--- src/rtl/snitch_icache_refill_handler.sv ---
// Icache miss/refill handler: merges misses in a pending table, assembles refill beats into lines,
// arbitrates hit/refill responses. Define ICACHE_HANDLER_ORDER_EN to stall lookups whose id has a miss in flight.
module snitch_icache_refill_handler #(
   parameter int unsigned FETCH_AW      = 32,
   parameter int unsigned LINE_WIDTH    = 128,
   parameter int unsigned BEAT_WIDTH    = 32,
   parameter int unsigned ID_WIDTH      = 4,
   parameter int unsigned PENDING_COUNT = 4,
   parameter int unsigned WAY_COUNT     = 4,
   parameter int unsigned SET_COUNT     = 64,
   localparam int unsigned BEATS = LINE_WIDTH / BEAT_WIDTH,
   localparam int unsigned PIW   = $clog2(PENDING_COUNT),
   localparam int unsigned WAW   = $clog2(WAY_COUNT),
   localparam int unsigned SAW   = $clog2(SET_COUNT),
   localparam int unsigned LA    = $clog2(LINE_WIDTH / 8),
   localparam int unsigned TAG_W = FETCH_AW - LA - SAW
) (
   input  logic                  clk_i,
   input  logic                  rst_ni,
   input  logic [FETCH_AW-1:0]   in_req_addr_i,
   input  logic [ID_WIDTH-1:0]   in_req_id_i,
   input  logic [WAW-1:0]        in_req_way_i,
   input  logic                  in_req_hit_i,
   input  logic [LINE_WIDTH-1:0] in_req_data_i,
   input  logic                  in_req_valid_i,
   output logic                  in_req_ready_o,
   output logic [LINE_WIDTH-1:0] in_rsp_data_o,
   output logic                  in_rsp_error_o,
   output logic [ID_WIDTH-1:0]   in_rsp_id_o,
   output logic                  in_rsp_valid_o,
   input  logic                  in_rsp_ready_i,
   output logic [SAW-1:0]        write_addr_o,
   output logic [WAW-1:0]        write_way_o,
   output logic [LINE_WIDTH-1:0] write_data_o,
   output logic [TAG_W-1:0]      write_tag_o,
   output logic                  write_error_o,
   output logic                  write_valid_o,
   input  logic                  write_ready_i,
   output logic [FETCH_AW-1:0]   out_req_addr_o,
   output logic [PIW-1:0]        out_req_id_o,
   output logic                  out_req_valid_o,
   input  logic                  out_req_ready_i,
   input  logic [BEAT_WIDTH-1:0] out_rsp_data_i,
   input  logic                  out_rsp_error_i,
   input  logic [PIW-1:0]        out_rsp_id_i,
   input  logic                  out_rsp_last_i,
   input  logic                  out_rsp_valid_i,
   output logic                  out_rsp_ready_o
);

   localparam int unsigned CW = (BEATS > 1) ? $clog2(BEATS) : 1;

   logic [PENDING_COUNT-1:0] valid_reg;
   logic [FETCH_AW-1:0]      addr_reg [PENDING_COUNT];
   logic [ID_WIDTH-1:0]      mask_reg [PENDING_COUNT];

   logic [BEAT_WIDTH-1:0]    beat_reg [BEATS];
   logic [LINE_WIDTH-1:0]    line_buf;
   logic [CW-1:0]            cnt_reg;
   logic                     line_full_reg;
   logic                     line_err_reg;
   logic [PIW-1:0]           line_id_reg;
   logic                     write_served_reg;
   logic                     rsp_served_reg;
   logic                     rr_line_reg;
   logic                     lock_valid_reg;
   logic                     lock_line_reg;
   logic [WAW-1:0]           victim_reg;

   logic                     blocked;
   logic                     hit_req;
   logic                     is_miss;
   logic                     merge;
   logic                     alloc_req;
   logic                     alloc;
   logic [PENDING_COUNT-1:0] match_vec;
   logic [PENDING_COUNT-1:0] free_vec;
   logic [PIW-1:0]           alloc_idx;
   logic [ID_WIDTH-1:0]      line_mask;
   logic                     line_req;
   logic                     grant_line;
   logic                     rsp_fire;
   logic                     line_rsp_fire;
   logic                     write_fire;
   logic                     line_done;
   logic                     beat_fire;
   logic                     beat_end;
   logic                     unused_way;

   assign unused_way = ^in_req_way_i;

   // An entry whose response already went out only waits for its write; new misses must not merge into it.
   for (genvar gi = 0; gi < PENDING_COUNT; gi++) begin : g_entry
      assign match_vec[gi] = valid_reg[gi] && (addr_reg[gi] == in_req_addr_i)
                          && !(line_full_reg && rsp_served_reg && (line_id_reg == PIW'(gi)));
      assign free_vec[gi]  = !valid_reg[gi];
   end

   for (genvar gi = 0; gi < BEATS; gi++) begin : g_line
      assign line_buf[gi*BEAT_WIDTH +: BEAT_WIDTH] = beat_reg[gi];
   end

   always_comb begin
      alloc_idx = '0;
      for (int i = PENDING_COUNT - 1; i >= 0; i--) begin
         if (free_vec[i]) alloc_idx = PIW'(i);
      end
   end

   always_comb begin
      hit_req   = in_req_valid_i && in_req_hit_i && !blocked;
      is_miss   = in_req_valid_i && !in_req_hit_i && !blocked;
      merge     = is_miss && (|match_vec);
      alloc_req = is_miss && !(|match_vec) && (|free_vec);
      alloc     = alloc_req && out_req_ready_i;
   end

   assign out_req_valid_o = alloc_req;
   assign out_req_addr_o  = in_req_addr_i;
   assign out_req_id_o    = alloc_idx;

   // A miss merging into the line being popped this cycle is served by that same response.
   always_comb begin
      line_mask = mask_reg[line_id_reg];
      if (merge && match_vec[line_id_reg]) line_mask = line_mask | in_req_id_i;
   end

   assign line_req = line_full_reg && !rsp_served_reg && (|line_mask);

   always_comb begin
      grant_line = line_req;
      if (hit_req && line_req) grant_line = lock_valid_reg ? lock_line_reg : rr_line_reg;
   end

   assign in_rsp_valid_o = hit_req || line_req;
   assign in_rsp_data_o  = grant_line ? line_buf : in_req_data_i;
   assign in_rsp_error_o = grant_line && line_err_reg;
   assign in_rsp_id_o    = grant_line ? line_mask : in_req_id_i;
   assign rsp_fire       = in_rsp_valid_o && in_rsp_ready_i;
   assign line_rsp_fire  = rsp_fire && grant_line;
   assign in_req_ready_o = (hit_req && !grant_line && in_rsp_ready_i) || merge || alloc;

   assign write_valid_o = line_full_reg && !write_served_reg;
   assign write_addr_o  = addr_reg[line_id_reg][LA +: SAW];
   assign write_tag_o   = addr_reg[line_id_reg][FETCH_AW-1 : LA+SAW];
   assign write_data_o  = line_buf;
   assign write_error_o = line_err_reg;
   assign write_way_o   = victim_reg;
   assign write_fire    = write_valid_o && write_ready_i;

   assign line_done = line_full_reg && (write_served_reg || write_fire)
                   && (rsp_served_reg || line_rsp_fire || !(|line_mask));

   assign out_rsp_ready_o = !line_full_reg;
   assign beat_fire       = out_rsp_valid_i && !line_full_reg;
   assign beat_end        = out_rsp_last_i || (cnt_reg == CW'(BEATS - 1));

   always_ff @(posedge clk_i) begin
      if (!rst_ni) begin
         valid_reg <= '0;
         for (int i = 0; i < PENDING_COUNT; i++) begin
            addr_reg[i] <= '0;
            mask_reg[i] <= '0;
         end
      end else begin
         for (int i = 0; i < PENDING_COUNT; i++) begin
            if (line_done && (line_id_reg == PIW'(i))) begin
               valid_reg[i] <= 1'b0;
               mask_reg[i]  <= '0;
            end else if (alloc && (alloc_idx == PIW'(i))) begin
               valid_reg[i] <= 1'b1;
               addr_reg[i]  <= in_req_addr_i;
               mask_reg[i]  <= in_req_id_i;
            end else if (merge && match_vec[i]) begin
               mask_reg[i]  <= mask_reg[i] | in_req_id_i;
            end
         end
      end
   end

   always_ff @(posedge clk_i) begin
      if (!rst_ni) begin
         for (int i = 0; i < BEATS; i++) beat_reg[i] <= '0;
      end else if (beat_fire) begin
         beat_reg[cnt_reg] <= out_rsp_data_i;
      end
   end

   always_ff @(posedge clk_i) begin
      if (!rst_ni) begin
         cnt_reg          <= '0;
         line_full_reg    <= 1'b0;
         line_err_reg     <= 1'b0;
         line_id_reg      <= '0;
         write_served_reg <= 1'b0;
         rsp_served_reg   <= 1'b0;
         rr_line_reg      <= 1'b0;
         lock_valid_reg   <= 1'b0;
         lock_line_reg    <= 1'b0;
         victim_reg       <= '0;
      end else begin
         if (beat_fire) begin
            line_id_reg  <= out_rsp_id_i;
            // A short refill (last before the final beat) is always reported as an error.
            line_err_reg <= ((cnt_reg == '0) ? 1'b0 : line_err_reg) | out_rsp_error_i
                          | (out_rsp_last_i && (cnt_reg != CW'(BEATS - 1)));
            if (beat_end) begin
               cnt_reg       <= '0;
               line_full_reg <= 1'b1;
            end else begin
               cnt_reg <= cnt_reg + 1'b1;
            end
         end
         if (line_done) begin
            line_full_reg    <= 1'b0;
            write_served_reg <= 1'b0;
            rsp_served_reg   <= 1'b0;
            victim_reg       <= (victim_reg == WAW'(WAY_COUNT - 1)) ? '0 : victim_reg + 1'b1;
         end else begin
            if (write_fire)    write_served_reg <= 1'b1;
            if (line_rsp_fire) rsp_served_reg   <= 1'b1;
         end
         if (rsp_fire) begin
            rr_line_reg    <= !rr_line_reg;
            lock_valid_reg <= 1'b0;
         end else if (hit_req && line_req) begin
            lock_valid_reg <= 1'b1;
            lock_line_reg  <= grant_line;
         end
      end
   end

`ifdef ICACHE_HANDLER_ORDER_EN
   logic [ID_WIDTH-1:0] in_flight_reg;

   always_ff @(posedge clk_i) begin
      if (!rst_ni) begin
         in_flight_reg <= '0;
      end else begin
         in_flight_reg <= (in_flight_reg | ((merge || alloc) ? in_req_id_i : '0))
                        & ~(rsp_fire ? in_rsp_id_o : '0);
      end
   end

   assign blocked = |(in_flight_reg & in_req_id_i);
`else
   assign blocked = 1'b0;
`endif

endmodule

--- config.mk ---
export PLATFORM = sky130hd
export DESIGN_NAME = snitch_icache_refill_handler
export DESIGN_NICKNAME = d
export VERILOG_FILES = /design/src/rtl/snitch_icache_refill_handler.sv
export SDC_FILE = /design/constraint.sdc
export NUM_CORES = 1
export LEC_CHECK = 0
export ABC_AREA = 1
export BUFFER_PORTS_ARGS = -buffer_cell sky130_fd_sc_hd__buf_2
export CORE_AREA = 2 2 209 211
export DETAILED_ROUTE_END_ITERATION = 16
export DIE_AREA = 0 0 211 213
export PLACE_DENSITY = 0.67
export SKIP_CTS_REPAIR_TIMING = 1
export SLEW_MARGIN = 10
export SYNTH_ARGS = -nofsm -noshare
export SYNTH_HDL_FRONTEND = slang
export SYNTH_SLANG_ARGS = --single-unit
--- constraint.sdc ---
create_clock -name clk_i -period 3.4 [get_ports clk_i]
set_input_delay 0.68 -clock clk_i [delete_from_list [all_inputs] [get_ports clk_i]]
set_output_delay 0.68 -clock clk_i [all_outputs]
set_load 0.01 [all_outputs]
==> results.py, run 1 <==
metrics = {
    "run_status": {
        "outcome": "finished, violations left",
        "violations": "setup timing",
    },
    "sta": {
        "fin_crit_sh": 1.28,
        "hold_violations": 0,
        "grt_setup_unrepaired": "yes",
        "relSlewSlack": 0.431,
        "setup_slack_ns": -0.943,
        "fin_crit_ns": 4.34,
        "drv_slew": 0,
        "worst_pin_slew_ns": 0.854,
        "finalSetupViolCount": 137,
        "finClkSkew_ns": 0.0255,
        "fmax_mhz": 230,
        "timing.hold.ws_ns": 0.370,
    },
    "global_routing": {
        "grt_pass1_wl_microns": 120000,
        "grt_overflow": 0,
        "grt_max_degree": 90,
        "grt_usage": 0.381,
        "antenna_found_initial": 7,
        "grt_pass1_vias": 17599,
    },
    "die": {
        "chipWidth_microns": 211,
        "die-height_microns": 213,
        "die_area_sq_um": 44900,
        "initial_utilization": 0.394,
        "num_rows": 76,
        "core_sq_um": 42700,
        "io_pins": 541,
    },
    "finish": {
        "finalCoreUtilization": 0.589,
        "drive_gt1_frac": 0.399,
        "fin_nets": 3273,
        "nFillCells": 3940,
        "syn_to_final_growth_pct": 49.6,
        "stdcell_area_sq_um": 25200,
        "multi_input_area_sq_um": 7460,
        "register_area_sq_um": 8550,
        "stdcell_count": 3631,
    },
    "synthesis": {
        "synth_seq_cells": 291,
        "synth_area_per_cell_sq_um": 7.68,
        "synth_cells": 2188,
        "synth_edf_count": 272,
        "syn-cell-area_sq_um": 16800,
        "synthFlopType": "edfxtp_1",
        "yosysUniqueCellTypes": 41,
        "synth_top_area_cell": "edfxtp_1",
        "syn_nets": 2401,
        "synthTopCellsByArea": "edfxtp_1 (49%), nand2_1 (17%), nor2_1 (9.6%)",
        "synth-async-reset-ratio": 0,
        "synth_most_common_cell": "nand2_1",
        "ys_seq_area_frac": 0.508,
        "synth_top_area_frac": 0.486,
        "yosys_warnings": 0,
        "synth_common_cells": "nand2_1 (742), nor2_1 (431), edfxtp_1 (272)",
    },
    "cts": {
        "clockRootBuffer": "clkbuf_16",
        "clk_latency_ns": 0.56,
        "clk_transition_reported_paths_ns": 0.06,
        "cts_buffer_depth": 3,
        "cts_tree": "done",
        "cts-htree-levels": 2,
        "clock_sinks": 291,
        "numCtsBuffers": 34,
    },
    "critical_path": {
        "cp_slowest_cell": "edfxtp_1",
        "criticalPathCategory": "flop to output pin",
        "cp_max_fo": 21,
        "critPathBufInv": 4,
        "slowest_delay_ns": 0.38,
        "worstPathRequired_ns": 2.72,
        "cp_common_cell": "nand2_2",
        "critPathTopFamily": "simple AND/OR/NAND/NOR gates",
        "arrival_ns": 3.66,
        "cp-end-kind": "output pin",
        "crit_chain": "nand2_1 -> nand2_1 -> nor2_1 -> nand3_2 -> nor2_2 -> nand3_4 -> nand2_2 -> nand2_2 -> nor2_4 -> nand3_1 -> nand2_2 -> nor2_2 -> nand2_2 -> nand3_4 -> nor2_4 -> buf_4 -> inv_8 -> buf_12 -> nand2_1 -> nand2_2 -> buf_2",
        "worst_setup_path_start_kind": "flop",
    },
    "pwr": {
        "power_density_nw_per_um2": 420,
        "max-vdd-ir-drop_v": 0.000364,
        "power_leakage_nw": 12.6,
    },
    "drt": {
        "via_per_inst": 5.40,
        "remaining_drc_errors": 0,
        "wire_per_inst_microns": 25.5,
        "routed_wl_microns": 92700,
        "vias": 19595,
        "drt-pass1-iter-count": 6,
        "drtIter0Drc": 2080,
        "ant_nets": 0,
    },
    "run": {
        "max_cap_viol_count": 0,
    },
    "placement": {
        "gp_congestion": 1.01,
        "hpwl_microns": 70900,
        "io_buffers": 538,
        "dp.cells": 3526,
        "dp_slack_ns": -0.971,
        "placed_area_sq_um": 22600,
    },
    "min_path": {
        "holdCritPathClass": "input pin to flop",
    },
}
-- final cells by class --
type | instances | area share
Antenna cell | 1 | 0.0000995
Inverter | 210 | 0.0318
Clock inverter | 19 | 0.00667
Multi-Input combinational cell | 1565 | 0.296
Clock buffer | 41 | 0.0361
Timing Repair Buffer | 958 | 0.262
Sequential cell | 291 | 0.340
Tap cell | 546 | 0.0272
-- routing by layer --
| metal | GRT usage | part of all wire | routed length, microns | up-vias |
|---|---|---|---|---|
| met1 | 0.455 | 0.36 | 33700 | 9310 |
| met4 | 0.158 | 0.048 | 4450 | 6 |
| li1 | - | - | - | 8767 |
| met5 | 0 | 0.00044 | 41 | - |
| met3 | 0.191 | 0.15 | 14000 | 202 |
| met2 | 0.583 | 0.44 | 40500 | 1310 |
-- cells in the final DEF (no fill, tap or decap), types with 5 or more instances in the layout --
cell type,Yosys,layout
nor2_2,4,27
a21oi_1,63,63
inv_1,165,158
o2111ai_1,9,9
nand3_2,4,12
nand2_4,2,17
nor3b_1,5,5
nand4_1,46,46
xnor2_1,33,20
nand3_1,55,44
buf_8,0,9
nor2_1,431,399
buf_2,27,519
dfxtp_1,19,19
nand2_2,4,91
buf_6,6,24
xnor2_2,0,13
buf_4,35,368
buf_12,0,23
o22ai_1,19,19
clkinv_2,0,8
nor2_4,1,10
nor4_1,11,11
edfxtp_1,272,272
clkbuf_16,0,48
inv_2,36,40
clkbuf_1,49,5
o21ai_0,91,91
clkinv_1,9,14
nand2_1,742,640
nor3_1,15,14
-- final timing paths --
| check | from | slack (ns) | cells past startpoint | endpoint |
|---|---|---|---|---|
| worst max-delay path | addr_reg[1][5]$_SDFFCE_PP0P_ | -0.94 | 21 | in_rsp_data_o[35] |
| worst max register to register | addr_reg[3][19]$_SDFFCE_PP0P_ | 0.10 | 17 | addr_reg[0][10]$_SDFFCE_PP0P_ |
| worst min register to register | rr_line_reg$_SDFFE_PN0P_ | 0.48 | 2 | rr_line_reg$_SDFFE_PN0P_ |
| worst min-delay path | in_rsp_ready_i | 0.37 | 2 | lock_valid_reg$_SDFFE_PP0N_ |
-- report_power, final --
part / internal [W] / total, W / switching [W]
Sequential: 0.00412 / 0.00432 / 0.000202
Clock: 0.00207 / 0.00362 / 0.00156
Combinational: 0.00104 / 0.00261 / 0.00158
Total: 0.00723 / 0.0106 / 0.00333
-- through the flow --
stage / setup TNS [ns] / total power, W
2_1_floorplan: -1.95 / 0.00530
3_3_place_gp: -241.16 / 0.00662
3_5_place_dp: -232.45 / 0.00663
4_1_cts: -130.46 / 0.0102
5_1_grt: -133.20 / 0.0108
6_report: -106.00 / 0.0106
-- logic make-up (layout without fill, tap and decap cells) --
family	count (synthesis)	count (layout)	share of synthesized area
adder cells (fa/ha/maj)	3	3	0.00223
other	0	1	0
XOR/XNOR	39	39	0.0203
AND/OR/NAND/NOR	1331	1331	0.319
buffers and inverters	332	1228	0.0866
flip-flops	291	291	0.508
AO/OA/AOI/OAI	192	192	0.0637
-- worst register-to-register path, cell delays in order (launching register included) --
cell and delay, ns:
edfxtp_1 0.45, or2_1 0.28, buf_4 0.13, nand4_1 0.06, nor4_1 0.05, nand2_1 0.06
nor2_1 0.07, nand4_1 0.25, nand2_1 0.11, nor2_2 0.19, nand2_1 0.14, inv_2 0.09
nand2_1 0.14, or2_1 0.26, nor2_2 0.25, nand2_1 0.11, nand2_2 0.13, buf_12 0.21
(Power assumes the default switching activity.)
==> run 2: changes to the inputs <==
CTS_BUF_LIST = sky130_fd_sc_hd__clkbuf_16   (was default)
==> run 2 against run 1 <==
Cell area hardly changed. Global-route usage is essentially flat. Critical path depth is the same. Fmax is 2.6% higher. Hold slack gained 0.0020 ns. Utilization about the same. The flow still finishes with violations (setup timing). Sequential cell count unchanged. Die area unchanged. Total power down 0.24%.
==> results.py, run 2 (synthesis gave the netlist of run 1 again) <==
metrics = {
    "min_path": {
        "hp-start": "in_rsp_ready_i",
        "hold_end": "lock_valid_reg$_SDFFE_PP0N_",
        "min_path_cells": 2,
        "holdCritPathClass": "input pin to flop",
    },
    "sta": {
        "relSlewSlack": 0.421,
        "grt_setup_unrepaired": "yes",
        "fin_crit_ns": 4.23,
        "finClkSkew_ns": 0.0298,
        "fin_crit_sh": 1.24,
        "hold_violations": 0,
        "worst_pin_slew_ns": 0.869,
        "setup_slack_ns": -0.833,
        "finalSetupViolCount": 136,
        "timing.hold.ws_ns": 0.372,
        "fmax_mhz": 236,
        "drv_slew": 0,
    },
    "critical_path": {
        "cp_max_fo": 13,
        "slowest_delay_ns": 0.44,
        "cp_slowest_cell": "edfxtp_1",
        "arrival_ns": 3.55,
        "crit_chain": "nand2_2 -> o21ai_1 -> nor2_1 -> nand4_1 -> nor2_2 -> nand3_2 -> nand2_1 -> nor2_2 -> nor2_2 -> nand3_1 -> nand2_1 -> nor2_2 -> nand2_2 -> nand3_4 -> nor2_4 -> buf_6 -> inv_8 -> clkbuf_16 -> nand2_1 -> nand2_1 -> buf_2",
        "reg2reg_slack_ns": 0.10,
        "critPathTopFamily": "simple AND/OR/NAND/NOR gates",
        "critPathBufInv": 4,
        "criticalPathCategory": "flop to output pin",
        "reg2reg_from": "addr_reg[3][23]$_SDFFCE_PP0P_",
        "worstPathRequired_ns": 2.72,
        "worst_setup_path_start_kind": "flop",
        "cp-end-kind": "output pin",
        "worst_r2r_path_depth": 19,
        "reg2reg_to": "addr_reg[2][9]$_SDFFCE_PP0P_",
    },
    "pwr": {
        "max-vdd-ir-drop_v": 0.000359,
        "power_density_nw_per_um2": 419,
        "power_leakage_nw": 12.6,
        "power_w": 0.0105,
    },
    "cts": {
        "numCtsBuffers": 34,
        "cts-htree-levels": 2,
        "clock_sinks": 291,
        "cts_tree": "done",
        "cts_buffer_depth": 3,
        "clk_latency_ns": 0.56,
        "clockRootBuffer": "clkbuf_16",
        "clk_transition_reported_paths_ns": 0.06,
    },
    "drt": {
        "remaining_drc_errors": 0,
        "routed_wl_microns": 92800,
        "drtIter0Drc": 2038,
        "ant_nets": 0,
        "vias": 19562,
        "drt-pass1-iter-count": 6,
        "wire_per_inst_microns": 25.6,
        "via_per_inst": 5.39,
    },
    "die": {
        "io_pins": 541,
        "chipWidth_microns": 211,
        "die_area_sq_um": 44900,
        "initial_utilization": 0.394,
        "die-height_microns": 213,
        "core_sq_um": 42700,
        "num_rows": 76,
    },
    "finish": {
        "syn_to_final_growth_pct": 49.7,
        "nFillCells": 3928,
        "mostFrequentLayoutCell": "nand2_1",
        "stdcell_count": 3628,
        "layout_common_cells": "nand2_1 (628), buf_2 (518), nor2_1 (403)",
        "drive_gt1_frac": 0.400,
        "fin_nets": 3268,
    },
    "placement": {
        "dp.cells": 3526,
        "hpwl_microns": 70900,
        "gp_congestion": 1.01,
        "io_buffers": 538,
    },
    "run_status": {
        "violations": "setup timing",
        "outcome": "finished, violations left",
    },
    "global_routing": {
        "antenna_found_initial": 7,
        "grt_pass1_vias": 17599,
        "grt_max_degree": 90,
        "grt_pass1_wl_microns": 120000,
        "grt_overflow": 0,
        "grt_usage": 0.381,
    },
    "run": {
        "max_cap_viol_count": 0,
    },
}
## run 2: per-layer routing
layer | GRT usage | part of all wire | wire (microns)
met1 | 0.456 | 0.37 | 34200
met2 | 0.584 | 0.44 | 40600
met3 | 0.191 | 0.15 | 13600
met4 | 0.154 | 0.048 | 4410
met5 | 0 | 0.00043 | 40
## run 2: cell type report
type / instances / area (sq um) / share of cell area
antenna: 3 / 7.51 / 0.000298
clock buffer: 35 / 876 / 0.0348
clock inverter: 25 / 190 / 0.00756
inverter: 210 / 801 / 0.0318
multi-input combinational: 1565 / 7460 / 0.297
sequential: 291 / 8550 / 0.340
tap: 546 / 683 / 0.0271
timing repair buffer: 953 / 6600 / 0.262
## run 2: through the flow
stage | instance area [sq um] | setup TNS, ns | utilization | worst slack [ns]
after global routing | 25200 | -125.42 | 0.589 | -0.986
final | 25200 | -103.65 | 0.589 | -0.833
after floorplan | 16900 | -1.95 | - | -0.0390
after global placement | 22600 | -241.16 | 0.530 | -0.945
after detailed placement | 22600 | -232.45 | 0.530 | -0.971
after CTS | 23700 | -130.47 | 0.555 | -1.08
## run 2: report_power, final
group          internal, W  switching [W]  leakage (nW)
Combinational      0.00105        0.00158          9.08
Clock              0.00203        0.00156         0.545
Sequential         0.00412       0.000203          2.97
Total              0.00720        0.00334          12.6
## run 2: worst max-delay path by stage
stage,startpoint,to,depth (start not counted)
floorplan,in_req_addr_i[18],in_rsp_data_o[101],23
global placement,in_req_addr_i[27],in_rsp_data_o[35],23
detailed placement,in_req_addr_i[27],in_rsp_data_o[35],23
finish,addr_reg[3][27]$_SDFFCE_PP0P_,in_rsp_data_o[103],21
CTS,addr_reg[1][27]$_SDFFCE_PP0P_,in_rsp_data_o[35],21
global route,addr_reg[1][6]$_SDFFCE_PP0P_,in_rsp_data_o[103],22
==> run 3: changes to the inputs <==
SKIP_CTS_REPAIR_TIMING = default   (was 1)
==> run 3 against run 2 <==
The run still ends with setup timing left. Non-clock buffer count grew 48. Cell count grew 1.4%. Critical path depth did not move. Register-to-register slack worse by 0.21 ns. Cell area is 5.2% higher. Critical endpoint is now in_rsp_data_o[100].
==> results.py, run 3 (synthesis gave the netlist of run 1 again) <==
metrics = {
    "die": {
        "chipWidth_microns": 211,
        "die_area_sq_um": 44900,
        "core_sq_um": 42700,
        "io_pins": 541,
        "die-height_microns": 213,
        "num_rows": 76,
        "initial_utilization": 0.394,
    },
    "finish": {
        "mostFrequentLayoutCell": "nand2_1",
        "syn_to_final_growth_pct": 57.6,
        "fin_nets": 3316,
        "drive_gt1_frac": 0.445,
        "layout_common_cells": "nand2_1 (573), buf_2 (512), buf_4 (384)",
    },
    "global_routing": {
        "gr-usage-met2": 0.590,
        "grt_usage": 0.399,
        "grt_overflow": 0,
        "grt_pass1_vias": 18242,
        "grt_max_degree": 76,
        "antenna_found_initial": 8,
        "met3_usage": 0.202,
        "top_usage_layer": "met2",
        "grt_pass1_wl_microns": 126000,
        "grt_util_met1": 0.475,
    },
    "sta": {
        "fin_setup_tns_ns": -125.03,
        "finClkSkew_ns": 0.0268,
        "hold_violations": 0,
        "relSlewSlack": 0.578,
        "setup_slack_ns": -1.01,
        "drv_slew": 0,
        "finalSetupViolCount": 255,
        "fin_crit_sh": 1.30,
        "fin_crit_ns": 4.41,
        "grt_setup_unrepaired": "yes",
        "fmax_mhz": 227,
        "worst_pin_slew_ns": 0.633,
    },
    "drt": {
        "ant_nets": 0,
        "drt-pass1-iter-count": 6,
        "drtIter0Drc": 2011,
        "wire_per_inst_microns": 26.4,
        "remaining_drc_errors": 0,
        "vias": 20039,
        "via_per_inst": 5.45,
        "routed_wl_microns": 96900,
    },
    "run_status": {
        "violations": "setup timing",
        "outcome": "finished, violations left",
    },
    "cts": {
        "cts_tree": "done",
        "clk_transition_reported_paths_ns": 0.06,
        "cts-htree-levels": 2,
        "cts_buffer_depth": 3,
        "clk_latency_ns": 0.56,
        "clock_sinks": 291,
        "clockRootBuffer": "clkbuf_16",
        "numCtsBuffers": 34,
        "hold_buffers": 0,
    },
    "pwr": {
        "pwr-share-clk": 0.334,
        "power_w": 0.0108,
        "power_density_nw_per_um2": 406,
        "max-vdd-ir-drop_v": 0.000361,
        "p_sw_frac": 0.321,
        "switchingPower_w": 0.00346,
        "seqPwrFrac": 0.403,
        "power_leakage_nw": 13.2,
        "p_int_w": 0.00730,
        "power_frac_comb": 0.263,
    },
    "critical_path": {
        "crit_start": "addr_reg[3][12]$_SDFFCE_PP0P_",
        "crit_chain": "xnor2_2 -> nand2_1 -> nor2_1 -> nand2_1 -> nor2_2 -> nand3_2 -> nand2_2 -> nor2_4 -> nor2_4 -> nand3_2 -> nand2_2 -> nor2_4 -> nand2_2 -> nand3_4 -> nor2_4 -> buf_12 -> inv_8 -> buf_12 -> nand2_2 -> nand2_2 -> buf_6",
        "criticalPathCategory": "flop to output pin",
        "slowest_delay_ns": 0.43,
        "worst_setup_path_start_kind": "flop",
        "cp_max_fo": 17,
        "cp-end-kind": "output pin",
        "cp_slowest_cell": "edfxtp_1",
        "critPathTopFamily": "simple AND/OR/NAND/NOR gates",
        "reg2reg_from": "addr_reg[3][12]$_SDFFCE_PP0P_",
        "critPathBufInv": 4,
        "worstPathRequired_ns": 2.72,
        "cp_common_cell": "nand2_2",
        "arrival_ns": 3.73,
    },
    "placement": {
        "hpwl_microns": 70900,
        "dp_slack_ns": -0.971,
        "io_buffers": 538,
        "gp_congestion": 1.01,
    },
    "min_path": {
        "holdCritPathClass": "input pin to flop",
        "hp-start": "in_rsp_ready_i",
    },
    "run": {
        "max_cap_viol_count": 0,
    },
}
run 3: cell count changes in the layout (fill, tap and decap cells not counted), moves of 6 or more:
cell / previous run / this run
nand2_1: 628 / 573
nor2_1: 403 / 370
nand2_4: 13 / 41
buf_4: 360 / 384
buf_6: 22 / 45
nand2_2: 105 / 126
nor2_2: 24 / 45
nor2_4: 9 / 21
buf_16: 1 / 8
buf_2: 518 / 512
nand2_8: 2 / 8
nand3_1: 47 / 41
run 3: power by group through the flow:
stage | clock network [W] | registers, W | logic (W)
floorplan | 0 | 0.00434 | 0.000956
global placement | 0 | 0.00437 | 0.00225
detailed placement | 0 | 0.00437 | 0.00226
CTS | 0.00362 | 0.00430 | 0.00247
global route | 0.00373 | 0.00435 | 0.00297
finish | 0.00360 | 0.00434 | 0.00283
run 3: worst reg2reg max path: stages (launching register included):
cell and delay [ns]:
edfxtp_1 0.43, xnor2_2 0.21, nand2_1 0.08, nor2_1 0.14, nand2_1 0.13, nor2_2 0.17
nand3_2 0.17, nand2_2 0.12, nor2_4 0.05, nor2_4 0.19, nand3_2 0.10, nand2_2 0.12
nor2_4 0.05, nand2_2 0.09, buf_4 0.11, buf_4 0.10, o311ai_4 0.11, buf_6 0.16
nand3_4 0.07, nand2_4 0.06, nor2_4 0.15, clkinv_4 0.18, buf_12 0.20, nor2_1 0.13
run 3: area by class of cell:
class | count | area (sq um)
tap | 546 | 683
multi-input combinational | 1565 | 8130
fill | 3729 | 16200
sequential | 291 | 8550
antenna | 4 | 10.0
clock inverter | 25 | 190
timing repair buffer | 1001 | 7240
clock buffer | 35 | 876
inverter | 210 | 812
run 3: worst paths after layout:
| check | slack [ns] | depth (start not counted) | end |
|---|---|---|---|
| worst max-delay path | -1.01 | 21 | in_rsp_data_o[100] |
| worst min-delay path | 0.38 | 2 | lock_valid_reg$_SDFFE_PP0N_ |
| worst max register to register | -0.11 | 23 | addr_reg[2][18]$_SDFFCE_PP0P_ |
| worst min register to register | 0.48 | 2 | rr_line_reg$_SDFFE_PN0P_ |
run 3: what timing repair did:
action,in CTS,in global routing
resized for setup,164,287
gates cloned,6,22
buffers inserted,39,29
pin swaps,52,142
setup endpoints to repair,181,387
run 3: per-layer routing:
metal / vias to the layer above / routed length [microns] / part of all wire
met5: - / 211 / 0.0022
li1: 8867 / - / -
met4: 10 / 6140 / 0.063
met2: 1369 / 41200 / 0.43
met3: 304 / 14400 / 0.15
met1: 9489 / 34900 / 0.36
run 3: stage by stage:
| step | std cells | area [sq um] | util | hold WS, ns |
|---|---|---|---|---|
| final | 3677 | 26500 | 0.620 | 0.377 |
| after CTS | 3628 | 24700 | 0.580 | 0.351 |
| after global placement | 3526 | 22600 | 0.530 | 0.468 |
| after floorplan | 2188 | 16900 | - | 0.445 |
| after global routing | 3673 | 26500 | 0.620 | 0.368 |
| after detailed placement | 3526 | 22600 | 0.530 | 0.470 |
